## src/rtl/operand_fetch.sv

```systemverilog
`default_nettype none
// +--------------------------------------------------------------------------+
// | operand_fetch: issue stage with a pending-write scoreboard in front of a |
// | 2R/1W register file. Optional `OPFETCH_BYPASS_EN forwards writebacks.    |
// | Revision: 1.0                                                            |
// +--------------------------------------------------------------------------+
module operand_fetch #(
  parameter int DATA_WIDTH    = 32,
  parameter int REG_FILE_SIZE = 32,
  localparam int ADDR_WIDTH   = $clog2(REG_FILE_SIZE)
) (
  input  logic                  clk,
  input  logic                  rst_n,
  input  logic                  i_valid,
  output logic                  o_ready,
  input  logic [ADDR_WIDTH-1:0] i_rs1,
  input  logic [ADDR_WIDTH-1:0] i_rs2,
  input  logic [ADDR_WIDTH-1:0] i_rd,
  input  logic                  i_rd_wen,
  output logic [ADDR_WIDTH-1:0] o_raddr1,
  output logic [ADDR_WIDTH-1:0] o_raddr2,
  input  logic [DATA_WIDTH-1:0] i_rdata1,
  input  logic [DATA_WIDTH-1:0] i_rdata2,
  input  logic                  i_wb_wen,
  input  logic [ADDR_WIDTH-1:0] i_wb_waddr,
  input  logic [DATA_WIDTH-1:0] i_wb_wdata,
  input  logic                  i_flush,
  output logic                  o_valid,
  input  logic                  i_ready,
  output logic [DATA_WIDTH-1:0] o_op1,
  output logic [DATA_WIDTH-1:0] o_op2,
  output logic [ADDR_WIDTH-1:0] o_rd,
  output logic                  o_rd_wen
);

  logic [REG_FILE_SIZE-1:0] pend_q, pend_d;
  logic                     valid_q, valid_d;
  logic [DATA_WIDTH-1:0]    op1_q, op1_d;
  logic [DATA_WIDTH-1:0]    op2_q, op2_d;
  logic [ADDR_WIDTH-1:0]    rd_q, rd_d;
  logic                     rd_wen_q, rd_wen_d;

  logic wb_hit1, wb_hit2, wb_hit_rd;
  logic src_haz1, src_haz2, waw_haz;
  logic accept;
  logic [DATA_WIDTH-1:0] op1_sel, op2_sel;

  assign o_raddr1 = i_rs1;
  assign o_raddr2 = i_rs2;

  assign wb_hit1   = i_wb_wen && (i_wb_waddr == i_rs1);
  assign wb_hit2   = i_wb_wen && (i_wb_waddr == i_rs2);
  assign wb_hit_rd = i_wb_wen && (i_wb_waddr == i_rd);

`ifdef OPFETCH_BYPASS_EN
  assign src_haz1 = (i_rs1 != '0) && pend_q[i_rs1] && !wb_hit1;
  assign src_haz2 = (i_rs2 != '0) && pend_q[i_rs2] && !wb_hit2;

  always_comb begin
    op1_sel = i_rdata1;
    op2_sel = i_rdata2;
    if (i_rs1 == '0)  op1_sel = '0;
    else if (wb_hit1) op1_sel = i_wb_wdata;
    if (i_rs2 == '0)  op2_sel = '0;
    else if (wb_hit2) op2_sel = i_wb_wdata;
  end
`else
  // A same-cycle writeback is invisible to the register file read, so wait a cycle.
  assign src_haz1 = (i_rs1 != '0) && (pend_q[i_rs1] || wb_hit1);
  assign src_haz2 = (i_rs2 != '0) && (pend_q[i_rs2] || wb_hit2);

  always_comb begin
    op1_sel = i_rdata1;
    op2_sel = i_rdata2;
    if (i_rs1 == '0) op1_sel = '0;
    if (i_rs2 == '0) op2_sel = '0;
  end

  logic unused_wb_wdata;
  assign unused_wb_wdata = ^i_wb_wdata;
`endif

  assign waw_haz = i_rd_wen && (i_rd != '0) && pend_q[i_rd] && !wb_hit_rd;

  assign o_ready = rst_n && !i_flush && (!valid_q || i_ready)
                 && !src_haz1 && !src_haz2 && !waw_haz;
  assign accept  = i_valid && o_ready;

  // Order matters: writeback clear, then flush clear, then issue set.
  always_comb begin
    pend_d = pend_q;
    if (i_wb_wen)
      pend_d[i_wb_waddr] = 1'b0;
    if (i_flush && valid_q && rd_wen_q)
      pend_d[rd_q] = 1'b0;
    if (accept && i_rd_wen)
      pend_d[i_rd] = 1'b1;
    pend_d[0] = 1'b0;
  end

  always_comb begin
    valid_d  = valid_q;
    op1_d    = op1_q;
    op2_d    = op2_q;
    rd_d     = rd_q;
    rd_wen_d = rd_wen_q;
    if (i_flush) begin
      valid_d = 1'b0;
    end else if (accept) begin
      valid_d  = 1'b1;
      op1_d    = op1_sel;
      op2_d    = op2_sel;
      rd_d     = i_rd;
      rd_wen_d = i_rd_wen;
    end else if (valid_q && i_ready) begin
      valid_d = 1'b0;
    end
  end

  always_ff @(posedge clk) begin
    if (!rst_n) begin
      pend_q   <= '0;
      valid_q  <= 1'b0;
      op1_q    <= '0;
      op2_q    <= '0;
      rd_q     <= '0;
      rd_wen_q <= 1'b0;
    end else begin
      pend_q   <= pend_d;
      valid_q  <= valid_d;
      op1_q    <= op1_d;
      op2_q    <= op2_d;
      rd_q     <= rd_d;
      rd_wen_q <= rd_wen_d;
    end
  end

  assign o_valid  = valid_q;
  assign o_op1    = op1_q;
  assign o_op2    = op2_q;
  assign o_rd     = rd_q;
  assign o_rd_wen = rd_wen_q;

endmodule
`default_nettype wire

```

## config.mk

```make
export PLATFORM = sky130hd
export DESIGN_NAME = operand_fetch
export DESIGN_NICKNAME = d
export VERILOG_FILES = /design/src/rtl/operand_fetch.sv
export SDC_FILE = /design/constraint.sdc
export NUM_CORES = 1
export LEC_CHECK = 0
export CAP_MARGIN = 20
export CORE_MARGIN = 5
export CORE_UTILIZATION = 30
export CTS_CLUSTER_DIAMETER = 60
export DETAILED_ROUTE_END_ITERATION = 6
export PLACE_DENSITY_LB_ADDON = 0.08
export REMOVE_ABC_BUFFERS = 1
export SLEW_MARGIN = 5
export SYNTH_ARGS = -nofsm -noshare
export SYNTH_HDL_FRONTEND = slang
export SYNTH_SLANG_ARGS = --single-unit
```

## constraint.sdc

```tcl
create_clock -name clk -period 5.52 [get_ports clk]
set_input_delay 1.104 -clock clk [delete_from_list [all_inputs] [get_ports clk]]
set_output_delay 1.104 -clock clk [all_outputs]
set_load 0.1 [all_outputs]
```

Word-level counts from Yosys, hierarchy flattened

Index checks and enable logic that the tools add are counted.

Bits in registers: 103
Bits of input ports: 123
Output and inout port bits: 82

$lt $le $gt $ge: 8
Equal/unequal tests: 3
Mux-type cells: 19
Bitwise gates (word level): 7
Reductions and logical operators: 38

Operators with widths:

| operator           | count |
|---|---|
| $mux 32            | 5 |
| $and 32x32->32     | 2 |
| $not 32->32        | 2 |
| $or 32x32->32      | 1 |
| $lt 5x6->1 const B | 5 |
| $logic_and 1x1->1  | 21 |
| $bmux 1 s5         | 3 |
| $demux 1 s5        | 3 |
| $eq 5x5->1         | 3 |
| $ge 5x1->1 const B | 3 |
| $reduce_bool 5->1  | 3 |
| $logic_not 5->1    | 2 |
| $mux 1             | 8 |
| $logic_not 1->1    | 6 |
| $logic_or 1x1->1   | 3 |
| $not 1->1          | 2 |
| $reduce_and 2->1   | 1 |
| $reduce_bool 2->1  | 1 |
| $reduce_or 2->1    | 1 |

Depth between registers and ports, before layout

Word-level depth: 11
Gate-level depth with buffers: 11

Least setup slack after synthesis

OpenSTA, ideal clock, no wires.

Path type: input -> output
From: input i_rs2[0]
To: output o_ready
Arrival: 3.407 ns
Path slack: 1.009 ns
Stages on the path: 6
Path through: buf_6 > mux4_2 > mux4_2 > a311oi_1 > a41oi_1 > a221oi_4

Longest elaborated chain between the ends: 7
Elaborated cells on any way between the ends: 10
Those cells by class: eq/ne: 1; mux: 2; reduce/logical: 7

Ends and longest elaborated chain:

| item                                                                     | line   | source |
|---|---|---|
| start, declared                                                          | 17     | `input logic [ADDR_WIDTH-1:0] i_rs2,` |
| $bmux 1 s5 / $eq 5x5->1 (equally long branches)                          | 70, 52 |  |
| $mux 1 (not written as such) / $logic_and 1x1->1 (equally long branches) | 70, 52 |  |
| $logic_or 1x1->1                                                         | 70     | `assign src_haz2 = (i_rs2 != '0) && (pend_q[i_rs2] \|\| wb_hit2);` |
| $logic_and 1x1->1 *                                                      | 70     |  |
| $logic_not 1->1 *                                                        | 86     | `&& !src_haz1 && !src_haz2 && !waw_haz;` |
| $logic_and 1x1->1 * (2 in a row)                                         | 86     |  |
| end, declared                                                            | 15     | `output logic o_ready,` |

Every way passes the cells marked *; elsewhere a longest branch is shown, timed or not. The select of a mux whose other input is x is not followed.

Final worst setup path

From: input i_rs1[0]
To: output o_ready

Longest elaborated chain between the ends: 8
Elaborated cells on any way between the ends: 11
Those cells by class: eq/ne: 1; mux: 2; reduce/logical: 8

Ends and longest elaborated chain:

| item                                                                     | line   | source |
|---|---|---|
| start, declared                                                          | 16     | `input logic [ADDR_WIDTH-1:0] i_rs1,` |
| $bmux 1 s5 / $eq 5x5->1 (equally long branches)                          | 69, 51 |  |
| $mux 1 (not written as such) / $logic_and 1x1->1 (equally long branches) | 69, 51 |  |
| $logic_or 1x1->1                                                         | 69     | `assign src_haz1 = (i_rs1 != '0) && (pend_q[i_rs1] \|\| wb_hit1);` |
| $logic_and 1x1->1 *                                                      | 69     |  |
| $logic_not 1->1 *                                                        | 86     |  |
| $logic_and 1x1->1 * (3 in a row)                                         | 86     |  |

Marked as above.

==> flow_summary.json <==
{
  "status": "finished, final reports clean",
  "synth_area_leaders": "dfxtp_1, mux2i_1, nand2_1, mux4_2, o2111ai_1",
  "power.density_mw_per_mm2": 253,
  "tightest_slew_ns": 1.05,
  "finalWorstSetupSlack_ns": 0.663,
  "hold_viol": 0,
  "dp_hpwl_um": 13600,
  "synthAdderAreaFrac": 0,
  "start_util": 0.307,
  "synth_xor_area_frac": 0.0221,
  "die_x_um": 146,
  "synthCells": 628,
  "layout-drive-gt1-share": 0.0814,
  "max_freq_mhz": 206,
  "gp_congestion": 0.945,
  "insertedDiodeCount": 0,
  "maxCapViolCount": 0,
  "grt_pass1_vias": 5360,
  "arrival_ns": 3.75,
  "rsz0062_at_grt": "false",
  "ys_async_sr_fraction": 0,
  "irDropWorstVdd_mv": 0.132,
  "grt_antenna_before_repair": 0,
  "vias": 5347,
  "fin_crit_ns": 4.86,
  "nets": 880,
  "die_area_mm2": 0.0213,
  "cp.buffers_inverters": 2,
  "synth_edf_count": 0,
  "die_y_um": 146,
  "drt-initial-drc-count": 461,
  "grt_max_degree": 79,
  "synth_top_area_frac": 0.368,
  "cts_resized": 0,
  "htree_levels": 3,
  "clock_sinks": 102,
  "slowest_stage": "clkdlybuf4s50_1",
  "yosys_warnings": 0,
  "relSlewSlack": 0.300,
  "grt-ovfl-total": 0,
  "drc": 0,
  "worstPathCellList": "clkdlybuf4s50_1 > mux4_2 > and4b_1 > a31oi_1 > nand4_1 > a221oi_4 > buf_12",
  "synth.distinct_cells": 46,
  "ctsHoldBuffers": 0,
  "synth_mux_area_frac": 0.209,
  "postCtsSetupRepairBufs": 0,
  "whs_ns": 0.456,
  "grt_pass1_wl_um": 30500,
  "syn_avg_cell_area_um2": 8.85,
  "required_ns": 4.42,
  "ant_nets": 0,
  "synth_area_mm2": 0.00556,
  "synth_flop_cell": "dfxtp_1",
  "wl_per_cell_um": 19.7,
  "period_share": 0.880,
  "vias_per_cell": 5.40,
  "first_pass_iters": 5,
  "slew_viol_final": 0,
  "synth_top_family_by_area": "multiplexers",
  "portBuffers": 172,
  "clk_pin_slew_ns": 0.07,
  "yosysSeqAreaShare": 0.368,
  "clk_latency_ns": 0.36,
  "wirelength_um": 19500,
  "post-place-ws_ns": 0.675,
  "leakagePower_nw": 3.20,
  "fin_skew_ns": 0.0130,
  "cts_root_buf": "clkbuf_16",
  "critical-path-top-delay-family": "buffers and inverters",
  "synth_seq_cells": 102,
  "cts_buffer_depth": 2,
  "synth-simple-area-share": 0.202,
  "critical_path_class": "input port to output pin",
  "area_delta_synth_final_pct": 37.0,
  "cts_tree": "done",
  "critPathCaptureType": "output pin",
  "hold_class": "flop to flop",
  "yosysTopAreaCell": "dfxtp_1",
  "cp_max_fo": 10,
  "setup_viol_count_final": 0,
  "cts-buffers-inserted": 9,
  "num_io_pins": 205,
  "synth_compound_area_frac": 0.133,
  "slowest_delay_ns": 0.88,
  "rows": 49,
  "gr-usage-all-layers": 0.178,
  "cp-start-kind": "input port",
  "coreArea_mm2": 0.0181
}
==> cell usage after synthesis (3+ instances only) <==
cell,count
and3b_1,3
dfxtp_1,102
nand2_1,165
o31ai_1,32
inv_1,6
buf_6,4
nor3_1,3
xnor2_1,3
nor2b_1,6
o22ai_1,4
nor4_1,3
a21oi_1,4
or3b_2,4
nor3b_1,4
nand4_1,7
nand2b_1,6
o2111ai_1,32
mux4_2,13
mux2_2,4
buf_4,16
clkbuf_1,43
buf_1,3
a31o_2,4
o21ai_0,4
nand3b_1,6
nor2_1,10
or3_1,3
xor2_1,11
and3_1,7
nand3_1,15
mux2i_1,82
==> power by group <==
part | switching, mW | internal (mW)
Clock | 0.294 | 0.319
Combinational | 0.366 | 0.164
Sequential | 0.0197 | 0.763
==> worst min-delay path, cell delays in order (launching register included) <==
cell,delay [ns]
dfxtp_1,0.31
nand2_1,0.05
mux2i_1,0.05
==> metal layers <==
metal	part of all wire	track usage	vias up	wire length, µm
met5	0	0	-	0
met4	0.020	0.0635	0	391
met3	0.11	0.0716	28	2220
met2	0.44	0.274	280	8550
met1	0.43	0.226	2526	8320
li1	-	-	2513	-
==> registers in the layout, indices dropped and copies added (netlist names) <==
name / count
o_op1: 32
o_op2: 32
o_rd: 5
o_rd_wen: 1
o_valid: 1
pend_q: 31
==> placed cells by master (no fill, tap or decap), types with 4 or more instances in the layout <==
cell type | Yosys | layout
nand4_1 | 7 | 7
mux4_2 | 13 | 13
clkbuf_16 | 0 | 9
a21oi_1 | 4 | 4
clkdlybuf4s50_1 | 0 | 166
nand3_1 | 15 | 15
o22ai_1 | 4 | 4
nor2_1 | 10 | 10
dfxtp_1 | 102 | 102
nand3b_1 | 6 | 6
or3b_2 | 4 | 4
inv_1 | 6 | 6
mux2i_1 | 82 | 82
xor2_1 | 11 | 11
nand2_1 | 165 | 165
buf_4 | 16 | 18
o2111ai_1 | 32 | 32
nand2b_1 | 6 | 6
nor3b_1 | 4 | 4
o21ai_0 | 4 | 4
and3_1 | 7 | 7
a31o_2 | 4 | 4
mux2_2 | 4 | 4
nor2b_1 | 6 | 6
o31ai_1 | 32 | 32
==> through the flow <==
step	utilization	setup TNS, ns	std cells	total power [mW]	instance area (µm²)
finish	0.421	0	991	1.93	7610
detailed placement	0.406	0	975	1.33	7340
CTS	0.421	0	991	1.95	7610
global route	0.421	0	991	2.01	7610
floorplan	-	-0.0703	560	1.10	5210
global placement	0.406	0	975	1.33	7340
==> cell families after synthesis <==
kind of cell / after synthesis
xor+xnor: 14
compound gates: 92
flops: 102
buf+inv: 74
mux: 99
simple gates: 247
==> layout make-up <==
cell class | instances | area, µm²
Sequential cell | 102 | 2040
Timing Repair Buffer | 186 | 1840
Fill cell | 1785 | 10500
Tap cell | 229 | 287
Multi-Input combinational cell | 452 | 3150
Clock inverter | 5 | 33.8
Inverter | 6 | 22.5
Clock buffer | 11 | 243
==> path summary, 6_finish.rpt <==
| check | startpoint | end | slack [ns] | cells past startpoint |
|---|---|---|---|---|
| max | i_rs1[0] | o_ready | 0.66 | 7 |
| min | o_op2[25] | o_op2[25] | 0.46 | 2 |
| max reg2reg | pend_q[30] | o_op1[20] | 2.35 | 9 |
| min reg2reg | o_op2[25] | o_op2[25] | 0.46 | 2 |
(Power assumes the default switching activity.)
